==> src/rtl/boot_loader_ctrl_if.sv <==
// Byte-stream input and instruction-memory write port of the boot loader.
// master: the loader side (consumes bytes, drives imem writes).
// slave:  the environment side (byte source and imem).
interface boot_loader_ctrl_if;
    logic        in_valid;
    logic [7:0]  in_data;
    logic        in_ready;
    logic        imem_we;
    logic [31:0] imem_addr;
    logic [31:0] imem_wdata;

    modport master (
        input  in_valid,
        input  in_data,
        output in_ready,
        output imem_we,
        output imem_addr,
        output imem_wdata
    );

    modport slave (
        output in_valid,
        output in_data,
        input  in_ready,
        input  imem_we,
        input  imem_addr,
        input  imem_wdata
    );
endinterface

==> src/rtl/boot_loader_ctrl.sv <==
// Boot sequencer for the RV32I core: keeps the core in reset, loads a
// length-prefixed little-endian word image into imem, then releases the core
// after a fixed hold-off.
// Optional feature macro: BOOT_CHECKSUM_EN adds a 4-byte LE trailer holding
// the 32-bit sum of all loaded words; a mismatch ends in the error state.
module boot_loader_ctrl #(
    parameter logic [31:0] BASE_ADDR   = 32'h0000_0000,
    parameter int unsigned MAX_WORDS   = 64,
    parameter int unsigned HOLD_CYCLES = 4
) (
    input  logic                  clk,
    input  logic                  rst,
    boot_loader_ctrl_if.master    bus,
    output logic                  core_rst,
    output logic                  busy,
    output logic                  done,
    output logic                  err,
    output logic [15:0]           words_ld
);

    localparam int unsigned HOLD_W = (HOLD_CYCLES > 1) ? $clog2(HOLD_CYCLES) : 1;

    typedef enum logic [2:0] {
        LEN0 = 3'd0,
        LEN1 = 3'd1,
        DATA = 3'd2,
        HOLD = 3'd3,
        RUN  = 3'd4,
        ERR  = 3'd5
`ifdef BOOT_CHECKSUM_EN
        , CSUM = 3'd6
`endif
    } loadState_e;

    loadState_e        state;
    logic [7:0]        lenLo;
    logic [15:0]       wordsTarget;
    logic [1:0]        byteCnt;
    logic [23:0]       byteBuf;
    logic [HOLD_W-1:0] holdCnt;
`ifdef BOOT_CHECKSUM_EN
    logic [31:0]       csumAcc;
`endif

    logic        xfer;
    logic [15:0] lenWord;
    logic [31:0] fullWord;
    logic        lastWord;

    // Handshake qualifier and byte-assembly views of the current input byte
    assign xfer     = bus.in_valid & bus.in_ready;
    assign lenWord  = {bus.in_data, lenLo};
    assign fullWord = {bus.in_data, byteBuf};
    assign lastWord = ((words_ld + 16'd1) == wordsTarget);

    // Load sequencer: state plus all registered outputs
    always_ff @(posedge clk or negedge rst) begin
        if (!rst) begin
            state          <= LEN0;
            lenLo          <= 8'd0;
            wordsTarget    <= 16'd0;
            byteCnt        <= 2'd0;
            byteBuf        <= 24'd0;
            holdCnt        <= '0;
`ifdef BOOT_CHECKSUM_EN
            csumAcc        <= 32'd0;
`endif
            bus.in_ready   <= 1'b0;
            bus.imem_we    <= 1'b0;
            bus.imem_addr  <= BASE_ADDR;
            bus.imem_wdata <= 32'd0;
            core_rst       <= 1'b0;
            busy           <= 1'b0;
            done           <= 1'b0;
            err            <= 1'b0;
            words_ld       <= 16'd0;
        end else begin
            bus.imem_we <= 1'b0;
            case (state)
                LEN0: begin
                    bus.in_ready <= 1'b1;
                    busy         <= 1'b1;
                    if (xfer) begin
                        lenLo <= bus.in_data;
                        state <= LEN1;
                    end
                end
                LEN1: begin
                    if (xfer) begin
                        wordsTarget <= lenWord;
                        if (lenWord == 16'd0) begin
                            state        <= HOLD;
                            holdCnt      <= '0;
                            bus.in_ready <= 1'b0;
                            busy         <= 1'b0;
                        end else if (32'(lenWord) > MAX_WORDS) begin
                            state        <= ERR;
                            err          <= 1'b1;
                            bus.in_ready <= 1'b0;
                            busy         <= 1'b0;
                        end else begin
                            state   <= DATA;
                            byteCnt <= 2'd0;
                        end
                    end
                end
                DATA: begin
                    if (xfer) begin
                        if (byteCnt == 2'd3) begin
                            byteCnt        <= 2'd0;
                            bus.imem_we    <= 1'b1;
                            bus.imem_wdata <= fullWord;
                            bus.imem_addr  <= BASE_ADDR + (32'(words_ld) << 2);
                            words_ld       <= words_ld + 16'd1;
`ifdef BOOT_CHECKSUM_EN
                            csumAcc        <= csumAcc + fullWord;
                            if (lastWord) begin
                                state <= CSUM;
                            end
`else
                            if (lastWord) begin
                                state        <= HOLD;
                                holdCnt      <= '0;
                                bus.in_ready <= 1'b0;
                                busy         <= 1'b0;
                            end
`endif
                        end else begin
                            byteCnt <= byteCnt + 2'd1;
                            byteBuf <= {bus.in_data, byteBuf[23:8]};
                        end
                    end
                end
`ifdef BOOT_CHECKSUM_EN
                CSUM: begin
                    if (xfer) begin
                        if (byteCnt == 2'd3) begin
                            byteCnt      <= 2'd0;
                            bus.in_ready <= 1'b0;
                            busy         <= 1'b0;
                            if (fullWord == csumAcc) begin
                                state   <= HOLD;
                                holdCnt <= '0;
                            end else begin
                                state <= ERR;
                                err   <= 1'b1;
                            end
                        end else begin
                            byteCnt <= byteCnt + 2'd1;
                            byteBuf <= {bus.in_data, byteBuf[23:8]};
                        end
                    end
                end
`endif
                HOLD: begin
                    if (holdCnt == HOLD_W'(HOLD_CYCLES - 1)) begin
                        state    <= RUN;
                        core_rst <= 1'b1;
                        done     <= 1'b1;
                    end else begin
                        holdCnt <= holdCnt + 1'b1;
                    end
                end
                RUN: begin
                    state <= RUN;
                end
                ERR: begin
                    state <= ERR;
                end
                default: begin
                    state <= ERR;
                    err   <= 1'b1;
                end
            endcase
        end
    end

endmodule
==> src/flat_wrapper.sv <==
// flat-port wrapper written by rule: the top's interface ports become plain ports
module boot_loader_ctrl_flat 
#(
    parameter logic [31:0] BASE_ADDR   = 32'h0000_0000,
    parameter int unsigned MAX_WORDS   = 64,
    parameter int unsigned HOLD_CYCLES = 4
)
  (clk, rst, core_rst, busy, done, err, words_ld, bus_in_valid, bus_in_data, bus_in_ready, bus_imem_we, bus_imem_addr, bus_imem_wdata);
  boot_loader_ctrl_if bus_i ();
  input  logic clk;
  input  logic rst;
  output logic core_rst;
  output logic busy;
  output logic done;
  output logic err;
  output logic [15:0] words_ld;
  input wire logic [$bits(bus_i.in_valid)-1:0] bus_in_valid;
  input wire logic [$bits(bus_i.in_data)-1:0] bus_in_data;
  output wire logic [$bits(bus_i.in_ready)-1:0] bus_in_ready;
  output wire logic [$bits(bus_i.imem_we)-1:0] bus_imem_we;
  output wire logic [$bits(bus_i.imem_addr)-1:0] bus_imem_addr;
  output wire logic [$bits(bus_i.imem_wdata)-1:0] bus_imem_wdata;
  assign bus_i.in_valid = bus_in_valid;
  assign bus_i.in_data = bus_in_data;
  assign bus_in_ready = bus_i.in_ready;
  assign bus_imem_we = bus_i.imem_we;
  assign bus_imem_addr = bus_i.imem_addr;
  assign bus_imem_wdata = bus_i.imem_wdata;
  boot_loader_ctrl #(.BASE_ADDR(BASE_ADDR), .MAX_WORDS(MAX_WORDS), .HOLD_CYCLES(HOLD_CYCLES)) u_core (.clk(clk), .rst(rst), .bus(bus_i), .core_rst(core_rst), .busy(busy), .done(done), .err(err), .words_ld(words_ld));
endmodule
==> config.mk <==
export PLATFORM = sky130hd
export DESIGN_NAME = boot_loader_ctrl_flat
export DESIGN_NICKNAME = d
export VERILOG_FILES = /design/src/rtl/boot_loader_ctrl_if.sv /design/src/rtl/boot_loader_ctrl.sv /design/src/flat_wrapper.sv
export SDC_FILE = /design/constraint.sdc
export NUM_CORES = 1
export LEC_CHECK = 0
export ABC_AREA = 1
export BUFFER_PORTS_ARGS = -buffer_cell sky130_fd_sc_hd__buf_2
export CAP_MARGIN = 30
export CORE_MARGIN = 5
export CORE_UTILIZATION = 35
export CTS_CLUSTER_DIAMETER = 150
export DETAILED_ROUTE_END_ITERATION = 6
export PLACE_DENSITY = 0.66
export SYNTH_ARGS = -nofsm -noshare
export SYNTH_HDL_FRONTEND = slang
export SYNTH_SLANG_ARGS = --single-unit
export TNS_END_PERCENT = 5
==> constraint.sdc <==
create_clock -name clk -period 3 [get_ports clk]
set_input_delay 0.3 -clock clk [delete_from_list [all_inputs] [get_ports clk]]
set_output_delay 0.3 -clock clk [all_outputs]
set_load 0.05 [all_outputs]
==> summary.md <==
| Metric | Value |
|---|---|
| Initial Util | 35.7% |
| I/O Pins | 97 |
| Maximum clock frequency | 467 MHz |
| Initial antenna violation count | 0 |
| Reg2reg start | u_core.words_ld[1] |
| Post-DP HPWL | 9.76 mm |
| Buffers on Ports | 80 |
| Die area | 0.0188 mm2 |
| Gate Count Post-Synth | 689 |
| Hold Vio Cnt, Final | 0 |
| Worst path max stage delay | 0.48 ns |
| Crit path time final | 2.14 ns |
| Cell taking the most area after synthesis | dfrtp_1 |
| Hold depth | 3 |
| Slew @ Worst Pin | 0.677 ns |
| Height of the die | 137 um |
| Antenna cells | 0 |
| RePlAce Congestion | 0.914 |
| DRC viols | 0 |
| Count of final max-slew check failures | 0 |
| Routed via count | 4547 |
| CP top delay family | simple AND/OR/NAND/NOR gates |
| Max-cap violations | 0 |
| RSZ-0062 raised after global routing | false |
| Crit path from | u_core.words_ld[1] |
| Most used DFF post-synth | dfrtp_1 |
| Reg clk slew, reported paths | 0.05 ns |
| Syn Area/Cell | 8.22 um2 |
| Hold_sp | bus_in_data[2] |
| EDFF count, synth | 0 |
| DRT iter0 DRCs | 365 |
| Most frequent CP cell | nand2_1 |
| R2R setup slack | 0.86 ns |
| Layout cell share with drive strength beyond 1 | 17.9% |
| H-tree Lvls | 4 |
| Fraction of registers with async set/reset | 100% |
| Hold Path Class | in2reg |
| CP startpoint kind | register |
| CP arrival | 2.44 ns |
| Clock skew | 0.00752 ns |
| Max transition margin | 54.9% |
| Top cells by area, synth | dfrtp_1 (54%), nand2_1 (15%), o21ai_0 (9.3%) |
| CP Max Fanout | 6 |
| Register area share after synthesis | 54.3% |
| Worst setup path category | reg2reg |
| Crit path buffers/inverters | 1 |
| Post-Syn Area | 0.00566 mm2 |
| Critical path capture point type | register |
| Clk buf depth | 2 |
| Dpl ws | 0.872 ns |
| CP max stage cell | dfrtp_1 |
| CP required | 3.30 ns |
| Maximum VDD drop | 0.486 mV |
| Final #Nets | 788 |
| Antenna Nets Post-Route | 0 |
| WHS | 0.154 ns |
| Setup ws final | 0.857 ns |
| Pin count of the biggest net entering global routing | 54 |
| Dpl cell area | 0.00624 mm2 |
| Core area | 0.0159 mm2 |
| Most frequent cells after synthesis | nand2_1 (225), dfrtp_1 (123), o21ai_0 (105) |
| Core Util, Final | 43.2% |
| Yosys warnings | 0 |
| Reg2reg end | u_core.state[1] |
| # clock sinks | 123 |
| Setup TNS | 0 ns |
| Crit-path cells | ha_1, nand3_2, inv_2, nand3_1, nand2_1, nand2_1, nand2_1, nand3_1, nor2_1, nand3_2, nand2_4, nand2_2, nand2_1, o21ai_1 |
| Period Utilization, post-route | 71.4% |
| Die width | 137 um |
| TritonRoute pass-1 iters | 4 |
| R2r worst-path depth | 14 |
| Setup-failing EPs final | 0 |
| Vias per cell | 4.53 |
| Vias in the first global route | 4371 |
| TritonCTS clock tree | done |
| Clk_lat worst skew | 0.42 ns |
| Critical Path Sink | u_core.state[1] |
| GRT Overall Usage | 14.9% |
| Final wirelength | 13.4 mm |
| Top-count cell post-synth | nand2_1 |
| Total gr overflow | 0 |
| Area Overhead vs Synth | 21.1% |
| DR WL/cell | 13.4 um |
| Yosys top cell area share | 54.3% |
| Status | completed |
| Floorplan row count | 46 |
| Stages on worst setup path | 14 |
| Setup bufs post-CTS | 0 |
| #FFs+latches synth | 123 |
| PD cells | 887 mW/mm2 |
| Clk root buf | clkbuf_16 |
| First-pass GRT wire length | 21.8 mm |
| TritonCTS Buffers | 17 |
| Design area | 0.00686 mm2 |
| Pleak | 0.00358 uW |
| Cell variety after synth | 33 |
==> registers in the layout, summed over array words and instances, names as in the netlist, 3 cells and up <==
name,flops
u_core.wordsTarget,16
u_core.words_ld,16
u_core.bus.imem_addr,16
u_core.byteBuf,24
u_core.lenLo,8
u_core.bus.imem_wdata,32
u_core.state,3
==> cells in the final DEF (no fill, tap or decap), types with 2 or more instances in the layout <==
master,n
nor2_4,4
inv_2,3
clkinvlp_4,2
nand3b_1,4
dfrtp_1,123
a21oi_1,2
nand4_1,9
clkbuf_8,2
clkinv_1,2
clkbuf_1,3
nor2_1,33
inv_1,75
nor2_2,4
clkinv_2,2
xor2_1,2
buf_4,8
o21ai_1,3
conb_1,16
bufinv_16,3
nand2_2,6
ha_1,3
o21ai_0,105
clkbuf_16,17
clkinv_4,3
nand2_1,225
nand3_2,3
nand3_1,33
buf_2,79
==> worst reg2reg max path: cells and delay by family (launching register included) <==
family,cells,cell delay [ns]
adders and majority gates,1,0.25
DFF,1,0.48
AOI/OAI and AO/OA,1,0.06
and+or+nand+nor,11,1.09
buffers and inverters,1,0.15
==> routing by layer <==
layer / share of wire (%) / routed length (um) / up-vias / GRT usage (%)
li1: - / - / 2327 / -
met1: 44 / 5890 / 2077 / 19.2
met2: 48 / 6420 / 116 / 23.7
met3: 5.7 / 771 / 27 / 3.91
met4: 2.6 / 350 / 0 / 6.87
met5: 0 / 0 / - / 0
==> final cells by class <==
cell class                 instances  area [um2]
inverter                          80         300
multi-input combinational        463        2120
clock buffer                      22         464
sequential                       123        3080
tap                              216         270
clock inverter                    10         141
fill                            1616        9020
timing repair buffer              89         485
==> per-stage QoR <==
step	cells	power, uW
final	1003	6080
after global placement	970	4000
after floorplan	704	3610
after detailed placement	970	4030
after CTS	1003	6150
after global routing	1003	6480
==> worst min path at each step <==
stage,to
final,u_core.wordsTarget[10]
after global routing,u_core.wordsTarget[8]
after CTS,u_core.wordsTarget[14]
after detailed placement,u_core.core_rst
after global placement,u_core.core_rst
after floorplan,u_core.bus.imem_addr[10]
==> what timing repair did <==
item | 4_1_cts | 5_1_grt
resized for setup | 0 | 0
hold buffers | 1 | 0
endpoints found under the hold margin | 49 | 0
==> logic make-up (layout without fill, tap and decap cells) <==
| family | Yosys count | after routing | synth area share (%) |
|---|---|---|---|
| AOI/OAI and AO/OA | 113 | 113 | 10.1 |
| xor gates and xnor gates | 3 | 3 | 0.464 |
| adders and majority gates | 3 | 3 | 0.663 |
| buffers and inverters | 118 | 201 | 9.21 |
| DFF | 123 | 123 | 54.3 |
| muxes | 1 | 1 | 0.177 |
| other | 1 | 16 | 0.0662 |
| and+or+nand+nor | 327 | 327 | 24.9 |
==> power by group <==
part,leakage [uW],total [uW],switching (uW),internal (uW)
combinational,0.00166,1630,1160,469
sequential,0.00163,2380,302,2080
clock,0.000290,2080,728,1350
Power figures use the tool's default switching activity.
